**config.mk**
```make
export PLATFORM = sky130hd
export DESIGN_NAME = audio_alarm_scheduler
export DESIGN_NICKNAME = d
export VERILOG_FILES = /design/src/rtl/audio_alarm_pkg.sv /design/src/rtl/audio_tone_gen.sv /design/src/rtl/audio_alarm_scheduler.sv
export SDC_FILE = /design/constraint.sdc
export NUM_CORES = 1
export LEC_CHECK = 0
export CAP_MARGIN = 20
export CORE_UTILIZATION = 50
export CTS_BUF_LIST = sky130_fd_sc_hd__clkbuf_8
export DETAILED_ROUTE_END_ITERATION = 8
export HOLD_SLACK_MARGIN = 0.06
export PLACE_DENSITY = 0.63
export SKIP_CTS_REPAIR_TIMING = 1
export SYNTH_ARGS = -nofsm -noshare
export SYNTH_HDL_FRONTEND = slang
export SYNTH_HIERARCHICAL = 1
export SYNTH_SLANG_ARGS = --single-unit
export TNS_END_PERCENT = 100
```
**constraint.sdc**
```tcl
create_clock -name Clk -period 10 [get_ports Clk]
set_input_delay 1.5 -clock Clk [delete_from_list [all_inputs] [get_ports Clk]]
set_output_delay 1.5 -clock Clk [all_outputs]
set_load 0.05 [all_outputs]
```
**src/rtl/audio_alarm_pkg.sv**
```systemverilog
`default_nettype none
// +----------------------------------------------------------------------------+
// | Module      : audio_alarm_pkg                                              |
// | Description : Shared constants for the alarm buzzer scheduler: note        |
// |               frequencies, source indices, FSM encoding and the per-source |
// |               beep pattern table (tone, ON ticks, OFF ticks).              |
// | Revision    : 1.0  initial release                                         |
// +----------------------------------------------------------------------------+
package audio_alarm_pkg;

  // Note frequencies in Hz: low, middle and high octaves.
  localparam int L1 = 262;
  localparam int L2 = 294;
  localparam int L3 = 330;
  localparam int L4 = 349;
  localparam int L5 = 392;
  localparam int L6 = 440;
  localparam int L7 = 494;
  localparam int M1 = 523;
  localparam int M2 = 587;
  localparam int M3 = 659;
  localparam int M4 = 698;
  localparam int M5 = 784;
  localparam int M6 = 880;
  localparam int M7 = 988;
  localparam int H1 = 1046;
  localparam int H2 = 1175;
  localparam int H3 = 1318;
  localparam int H4 = 1397;
  localparam int H5 = 1568;
  localparam int H6 = 1760;
  localparam int H7 = 1976;

  // Source indices; a higher index has higher priority.
  localparam int SRC_CLICK = 0;
  localparam int SRC_UNDER = 1;
  localparam int SRC_OVER  = 2;
  localparam int SRC_FAULT = 3;
  localparam int NUM_SRC   = 4;

  typedef enum logic [1:0] {
    ST_IDLE = 2'd0,
    ST_ON   = 2'd1,
    ST_OFF  = 2'd2
  } state_t;

  // Pattern table, indexed by source.
  localparam int TONE_HZ   [NUM_SRC] = '{M1, M5, H1, H5};
  localparam int ON_TICKS  [NUM_SRC] = '{5, 50, 25, 10};
  localparam int OFF_TICKS [NUM_SRC] = '{0, 50, 25, 10};

  // Clock cycles per tone half-period, never below one.
  function automatic int half_cycles(input int clk_hz, input int tone_hz);
    int h;
    h = clk_hz / (2 * tone_hz);
    return (h < 1) ? 1 : h;
  endfunction

  // Index of the highest set bit; 0 when nothing is set.
  function automatic logic [1:0] top_index(input logic [3:0] elig);
    logic [1:0] idx;
    idx = 2'd0;
    for (int i = 0; i < NUM_SRC; i++) begin
      if (elig[i]) idx = 2'(i);
    end
    return idx;
  endfunction

endpackage
`default_nettype wire

```
**src/rtl/audio_tone_gen.sv**
```systemverilog
`default_nettype none
// +----------------------------------------------------------------------------+
// | Module      : audio_tone_gen                                               |
// | Description : Square-wave generator. Counts Half cycles, then toggles the  |
// |               output. Clear zeroes both counter and output.                |
// | Ports       : Clk, Reset (sync, active-low), Clear, Run, Half -> Audio     |
// | Revision    : 1.0  initial release                                         |
// +----------------------------------------------------------------------------+
module audio_tone_gen #(
  parameter int HALF_W = 8
) (
  input  logic              Clk,
  input  logic              Reset,
  input  logic              Clear,
  input  logic              Run,
  input  logic [HALF_W-1:0] Half,
  output logic              Audio
);

  logic [HALF_W-1:0] r_cnt;
  logic              r_audio;

  // First toggle lands exactly Half cycles after the clearing edge.
  always_ff @(posedge Clk) begin
    if (!Reset || Clear) begin
      r_cnt   <= '0;
      r_audio <= 1'b0;
    end else if (Run) begin
      if (r_cnt == Half - HALF_W'(1)) begin
        r_cnt   <= '0;
        r_audio <= ~r_audio;
      end else begin
        r_cnt <= r_cnt + HALF_W'(1);
      end
    end
  end

  assign Audio = r_audio;

endmodule
`default_nettype wire

```
**src/rtl/audio_alarm_scheduler.sv**
```systemverilog
`default_nettype none
// +----------------------------------------------------------------------------+
// | Module      : audio_alarm_scheduler                                        |
// | Description : Shares one buzzer between four alarm sources with fixed     |
// |               priority and preemption; plays each source's beep pattern.   |
// | Ports       : Clk, Reset (sync, active-low), Req[3:0], Mute               |
// |               -> Grant[3:0] (one-hot owner), Busy, Audio, Audio_enable     |
// | Revision    : 1.0  initial release                                         |
// +----------------------------------------------------------------------------+
module audio_alarm_scheduler
  import audio_alarm_pkg::*;
#(
  parameter int CLK_HZ      = 100_000_000,
  parameter int TICK_CYCLES = 1_000_000
) (
  input  logic       Clk,
  input  logic       Reset,
  input  logic [3:0] Req,
  input  logic       Mute,
  output logic [3:0] Grant,
  output logic       Busy,
  output logic       Audio,
  output logic       Audio_enable
);

  localparam int HALF_0   = half_cycles(CLK_HZ, TONE_HZ[SRC_CLICK]);
  localparam int HALF_1   = half_cycles(CLK_HZ, TONE_HZ[SRC_UNDER]);
  localparam int HALF_2   = half_cycles(CLK_HZ, TONE_HZ[SRC_OVER]);
  localparam int HALF_3   = half_cycles(CLK_HZ, TONE_HZ[SRC_FAULT]);
  localparam int HALF_M01 = (HALF_0 > HALF_1) ? HALF_0 : HALF_1;
  localparam int HALF_M23 = (HALF_2 > HALF_3) ? HALF_2 : HALF_3;
  localparam int HALF_MAX = (HALF_M01 > HALF_M23) ? HALF_M01 : HALF_M23;
  localparam int HALF_W   = $clog2(HALF_MAX + 1);
  localparam int TICK_W   = (TICK_CYCLES > 1) ? $clog2(TICK_CYCLES) : 1;

  state_t            r_state;
  logic [1:0]        r_src;
  logic [3:0]        r_grant;
  logic              r_busy;
  logic [TICK_W-1:0] r_tick;
  logic [5:0]        r_phase;
  logic              r_click_pend;

  logic [3:0]        w_elig;
  logic              w_any;
  logic [1:0]        w_win;
  logic              w_preempt;
  logic [5:0]        w_on_len;
  logic [5:0]        w_off_len;
  logic [5:0]        w_limit;
  logic              w_tick_last;
  logic              w_phase_last;
  logic [HALF_W-1:0] w_half;
  logic              w_start_on;
  logic              w_to_off;
  logic              w_to_idle;
  logic              w_click_start;
  logic              w_tone_clear;

  // A click is eligible in the very cycle of its pulse as well as while latched.
  assign w_elig    = {Req[3:1], r_click_pend | Req[0]};
  assign w_any     = |w_elig;
  assign w_win     = top_index(w_elig);
  assign w_preempt = (r_state != ST_IDLE) && w_any && (w_win > r_src);

  always_comb begin
    w_on_len  = 6'd0;
    w_off_len = 6'd0;
    w_half    = '0;
    case (r_src)
      2'd0: begin
        w_on_len  = 6'(ON_TICKS[SRC_CLICK]);
        w_off_len = 6'(OFF_TICKS[SRC_CLICK]);
        w_half    = HALF_W'(HALF_0);
      end
      2'd1: begin
        w_on_len  = 6'(ON_TICKS[SRC_UNDER]);
        w_off_len = 6'(OFF_TICKS[SRC_UNDER]);
        w_half    = HALF_W'(HALF_1);
      end
      2'd2: begin
        w_on_len  = 6'(ON_TICKS[SRC_OVER]);
        w_off_len = 6'(OFF_TICKS[SRC_OVER]);
        w_half    = HALF_W'(HALF_2);
      end
      default: begin
        w_on_len  = 6'(ON_TICKS[SRC_FAULT]);
        w_off_len = 6'(OFF_TICKS[SRC_FAULT]);
        w_half    = HALF_W'(HALF_3);
      end
    endcase
  end

  assign w_limit      = (r_state == ST_ON) ? w_on_len : w_off_len;
  assign w_tick_last  = (r_tick == TICK_W'(TICK_CYCLES - 1));
  assign w_phase_last = w_tick_last && (r_phase == w_limit - 6'd1);

  // Transition decode; the registered FSM below applies it.
  always_comb begin
    w_start_on = 1'b0;
    w_to_off   = 1'b0;
    w_to_idle  = 1'b0;
    case (r_state)
      ST_IDLE: w_start_on = w_any;
      ST_ON: begin
        if (w_preempt) begin
          w_start_on = 1'b1;
        end else if (w_phase_last) begin
          if (w_off_len != 6'd0) w_to_off   = 1'b1;
          else if (w_any)        w_start_on = 1'b1;
          else                   w_to_idle  = 1'b1;
        end
      end
      ST_OFF: begin
        if (w_preempt) begin
          w_start_on = 1'b1;
        end else if (w_phase_last) begin
          if (w_any) w_start_on = 1'b1;
          else       w_to_idle  = 1'b1;
        end
      end
      default: w_to_idle = 1'b1;
    endcase
  end

  assign w_click_start = w_start_on && (w_win == 2'(SRC_CLICK));

  always_ff @(posedge Clk) begin
    if (!Reset) begin
      r_state      <= ST_IDLE;
      r_src        <= 2'd0;
      r_grant      <= 4'd0;
      r_busy       <= 1'b0;
      r_tick       <= '0;
      r_phase      <= 6'd0;
      r_click_pend <= 1'b0;
    end else if (Mute) begin
      r_state      <= ST_IDLE;
      r_src        <= 2'd0;
      r_grant      <= 4'd0;
      r_busy       <= 1'b0;
      r_tick       <= '0;
      r_phase      <= 6'd0;
      r_click_pend <= 1'b0;
    end else begin
      // Starting a click consumes the latch; a pulse during playback re-arms it.
      r_click_pend <= w_click_start ? 1'b0 : (r_click_pend | Req[0]);
      if (w_start_on) begin
        r_state <= ST_ON;
        r_src   <= w_win;
        r_grant <= 4'b0001 << w_win;
        r_busy  <= 1'b1;
        r_tick  <= '0;
        r_phase <= 6'd0;
      end else if (w_to_off) begin
        r_state <= ST_OFF;
        r_tick  <= '0;
        r_phase <= 6'd0;
      end else if (w_to_idle) begin
        r_state <= ST_IDLE;
        r_src   <= 2'd0;
        r_grant <= 4'd0;
        r_busy  <= 1'b0;
        r_tick  <= '0;
        r_phase <= 6'd0;
      end else if (r_state != ST_IDLE) begin
        if (w_tick_last) begin
          r_tick  <= '0;
          r_phase <= r_phase + 6'd1;
        end else begin
          r_tick <= r_tick + TICK_W'(1);
        end
      end
    end
  end

  // Tone restarts from zero on every phase entry and is held silent outside ON.
  assign w_tone_clear = (r_state != ST_ON) || w_start_on || w_to_off || w_to_idle || Mute;

  audio_tone_gen #(
    .HALF_W (HALF_W)
  ) u_tone (
    .Clk   (Clk),
    .Reset (Reset),
    .Clear (w_tone_clear),
    .Run   (r_state == ST_ON),
    .Half  (w_half),
    .Audio (Audio)
  );

  assign Grant        = r_grant;
  assign Busy         = r_busy;
  assign Audio_enable = r_busy;

endmodule
`default_nettype wire

```
==> results summary <==
The met1 wire length is slightly above 4000 µm. The count of nets left with antenna violations once routing finished came out at 0. In the post-synthesis netlist, the biggest area contributors are sky130_fd_sc_hd__dfxtp_1 28%, sky130_fd_sc_hd__xor2_1 7.2%, sky130_fd_sc_hd__xnor2_1 6.9%. Once the floorplan was initialized, standard cells occupied a little over half of the core.

The arrival time at the worst endpoint came out at 4.61 ns. The relative contribution of the clock network to total power came out at roughly 29%. The delay of the slowest cell on the worst path is about 0.63 ns.

The final hold violation count is 0. In this run the most critical hold path is launched from Audio_enable. The kind of cell with the highest combined delay along the critical path is compound AO/OA/AOI/OAI gates.

For flop-to-flop paths, the worst setup slack is roughly 5.8 ns. The number of global-route vias before repair came to roughly 2,800. The worst setup path is of the in -> reg kind. The warning count from the yosys run came out at 6. The critical path startpoint is Req[2]. The number of enable flip-flop cells after synthesis is 0. The number of library cell types mapped by synthesis came out at 75. The area fraction of the dominant cell type after synthesis is 28.5%. TritonCTS created 5 clock buffers. The internal power of the cells totals between 0.2 and 0.3 mW. The run finished with clean final reports. The horizontal die dimension is between 80 and 90 µm.

The endpoint of the worst register-to-register path is u_tone/Audio. Net switching is 28.9% of the power. The mean routed wirelength per cell is roughly 14 µm. The power dissipated by switching net loads came out at approximately 0.12 mW. The fill cell total of the finished layout came out at 730.

The number of standard-cell rows in the floorplan came out at 31. The wire length of the first global-routing pass came out at between 10,000 and 15,000 µm. The post-route total power is just over 0.4 mW.

The count of maximum capacitance violations came out at 0. The proportion of layout cells with a drive suffix above 1 is a little under an eighth. The aggregate negative setup slack is 0 ns.

At the later pin of the worst-skew pair, clock insertion delay measures just over 0.3 ns. The required arrival time at the worst endpoint is approximately 10 ns. The I/O pin count came out at 14. The total iterations of the first detailed-routing run is 4. The half-perimeter wire length of the detailed placement result is around 6000 µm. The number of design-rule violations left by the first detailed-router iteration came out at a little under 90. The fraction of registers with async set or reset after synthesis came out at 0%.

Counting instances, the worst hold path has a depth of 1. The placer congestion estimate is between 0.8 and 0.9. Between clock sinks in the finished design, the worst skew comes to 0.00828 ns. The measured slew at the worst slew-check pin is ~0.99 ns. The total number of vias is roughly 3,000. The post-synthesis area per instance is around 8.6 µm². The sequential cell fraction of total power is a little over half.

The total of buffers placed on input and output ports came out at 13. The startpoint identified for the worst register-to-register timing path is r_src[1]. The synthesis-to-finish area growth came out at 7.48%. The final wirelength came out at approximately 8000 µm. The worst relative slew slack is 34.3%. The kind of start point of the critical path is an input pin. Dividing total power by cell area gives a power density of 101 nW/µm². The number of nets in the layout is 480. Setup repair after global routing left no endpoint under its margin. The repair_antennas step left the layout with diodes totalling 0. The maximum fanout count along the critical path came out at 19. Walking the worst path, the cells encountered are clkdlybuf4s50_1 > nor2_1 > inv_1 > ha_1 > a21oi_1 > o21a_1 > o21ai_0 > a221oi_1 > o2111ai_1 > nand2b_1 > nor2_1 > mux2_2. The detailed-route vias per instance is 5.57. Derived from the worst setup path, the maximum achievable clock frequency is roughly 0.23 GHz. The H-tree generated during clock tree synthesis spans 2 levels. The combined area of all synthesized cells is 3800 µm². The vertical die dimension is a little under 90 µm. The slowest stage of the critical path belongs to the cell sky130_fd_sc_hd__nand2b_1. The clock transition time at the flip-flop clock pins of the worst setup and hold paths is roughly 0.09 ns.

The sequential element share of the synthesized area is approximately 28%. The share of the clock period used by the worst path after layout came out at 43.6%. The met2 layer wire length in the routed design came out at roughly 3700 µm. The overall die area came out at 7950 µm². After detailed routing, the number of remaining DRC violations is 0. CTS placed an instance of sky130_fd_sc_hd__clkbuf_8 at the clock tree root. The standby leakage power came out at about 1.4 nW. The detailed router used layers up to and including met4. The final setup violation count is 0. The length in cells of the worst reg-to-reg path is 12. The final global-route overflow total is 0. The path with the worst hold slack has its endpoint at Audio_enable. The cell count after synthesis came out at ~440. The overall routing resource usage is a little over a fifth. The clock passes through at most 2 buffers. The total length of routed met3 wires is 156 µm. The clock drives between 50 and 60 sinks. The CTS tree is yes. Entering global routing, the biggest net connects 28 pins. The count of final max-slew check failures came out at 0. The number of buffer and inverter stages on the critical path came out at 2. The largest voltage drop on the vdd net is between 0.05 and 0.06 mV. The initial antenna violation count is 0. The final critical delay including setup and external delays came out at about 4.4 ns.

The share of total power in combinational logic came out at between 10% and 20%. The cell type contributing the most total cell area after synthesis is sky130_fd_sc_hd__dfxtp_1. The critical path's most frequent cell is sky130_fd_sc_hd__nor2_1. The min-delay analysis places its worst path in the category reg -> reg.

The most used flip-flop cell after synthesis is sky130_fd_sc_hd__dfxtp_1. The core area is about 7300 µm². The kind of capture point of the worst setup path is a flop. The number of synthesized register bits is 54.
-- final cells by class --
| class | instances | area [µm²] | area share, % |
|---|---|---|---|
| sequential | 54 | 1080 | 26.5 |
| tap | 99 | 124 | 3.04 |
| clock buffer | 5 | 68.8 | 1.69 |
| multi-input combinational | 356 | 2550 | 62.5 |
| timing repair buffer | 15 | 153 | 3.74 |
| clock inverter | 2 | 15.0 | 0.368 |
| inverter | 24 | 90.1 | 2.21 |
-- metal layers --
metal  global-route usage, %  vias up
li1                        -     1614
met1                    30.0     1441
met2                    34.5       28
met3                    2.68        6
met4                    5.19        0
met5                       0        -
-- per-stage QoR --
step / std cells / area (µm²) / setup WS [ns] / utilization, % / hold WS, ns
2_1_floorplan: 449 / 3820 / 6.17 / - / 0.451
3_3_place_gp: 547 / 3980 / 5.41 / 54.6 / 0.455
3_5_place_dp: 547 / 3980 / 5.31 / 54.6 / 0.469
4_1_cts: 554 / 4070 / 5.49 / 55.7 / 0.492
5_1_grt: 555 / 4080 / 5.36 / 56.0 / 0.512
6_report: 555 / 4080 / 5.64 / 56.0 / 0.484
-- state kept, by name (all words and copies together), names as in the netlist --
| register | count |
|---|---|
| u_tone/Audio | 1 |
| r_tick | 20 |
| Grant | 4 |
| r_src | 2 |
| u_tone/r_cnt | 17 |
| Audio_enable | 1 |
| r_click_pend | 1 |
| r_phase | 6 |
| r_state | 2 |
-- cells by family (layout without fill, tap and decap cells) --
family / Yosys count / in the layout / share of synthesized area (%)
adders and majority gates: 17 / 17 / 5.60
xor gates and xnor gates: 61 / 61 / 14.1
buffers and inverters: 39 / 46 / 4.98
muxes: 6 / 6 / 1.62
and+or+nand+nor: 201 / 201 / 30.9
AOI/OAI and AO/OA: 64 / 64 / 14.3
DFF: 54 / 54 / 28.5
other: 1 / 7 / 0.0988
-- worst max path at each step --
stage / end / slack, ns / depth (start not counted)
4_1_cts: u_tone/r_cnt[14] / 5.49 / 12
2_1_floorplan: u_tone/r_cnt[10] / 6.17 / 12
3_5_place_dp: u_tone/Audio / 5.31 / 12
6_report: u_tone/Audio / 5.64 / 12
5_1_grt: u_tone/Audio / 5.36 / 12
3_3_place_gp: u_tone/Audio / 5.41 / 12
-- power by group through the flow --
stage               Clock (mW)  Sequential, mW  Combinational (mW)
finish                   0.118           0.218              0.0748
global route             0.131           0.219              0.0824
CTS                      0.125           0.218              0.0743
detailed placement           0           0.223              0.0741
global placement             0           0.223              0.0733
floorplan                    0           0.226              0.0561
-- synth_stat cells (all sizes together) (3+ instances only) --
cell type,n
and4,4
and2,6
nand3b,3
buf,8
nand2,30
a22o,5
a21oi,15
clkbuf,7
inv,24
nor4b,5
nor2,42
nor4,10
ha,17
or2,3
o211ai,3
o21ai,7
nand2b,3
dfxtp,54
nor2b,5
nor3,34
xor2,31
mux2i,5
nand3,19
a2111oi,3
and3,4
xnor2,30
a21o,4
o2111ai,3
or4,5
a211oi,4
nand4,17
-- placed cells by master, fill, tap and decap left out, types with 3 or more instances in the layout --
cell type	netlist	layout
sky130_fd_sc_hd__dfxtp_1	54	54
sky130_fd_sc_hd__nor2_1	42	42
sky130_fd_sc_hd__xor2_1	31	31
sky130_fd_sc_hd__xnor2_1	30	30
sky130_fd_sc_hd__nand2_1	29	29
sky130_fd_sc_hd__inv_1	24	24
sky130_fd_sc_hd__nor3_1	23	23
sky130_fd_sc_hd__nand3_1	19	19
sky130_fd_sc_hd__ha_1	17	17
sky130_fd_sc_hd__nand4_1	16	16
sky130_fd_sc_hd__a21oi_1	15	15
sky130_fd_sc_hd__clkdlybuf4s50_1	0	13
sky130_fd_sc_hd__nor3_2	11	11
sky130_fd_sc_hd__nor4_1	8	8
sky130_fd_sc_hd__conb_1	1	7
sky130_fd_sc_hd__o21ai_0	6	6
sky130_fd_sc_hd__and2_1	6	6
sky130_fd_sc_hd__nor2b_1	5	5
sky130_fd_sc_hd__mux2i_1	5	5
sky130_fd_sc_hd__nor4b_1	5	5
sky130_fd_sc_hd__a22o_2	5	5
sky130_fd_sc_hd__clkbuf_8	0	5
sky130_fd_sc_hd__or2_2	3	3
sky130_fd_sc_hd__nand2b_1	3	3
sky130_fd_sc_hd__and3_1	3	3
sky130_fd_sc_hd__nand3b_1	3	3
sky130_fd_sc_hd__or4_4	3	3
sky130_fd_sc_hd__o211ai_1	3	3
sky130_fd_sc_hd__and4_1	3	3
Note: power is estimated with default switching activity, not from simulation.
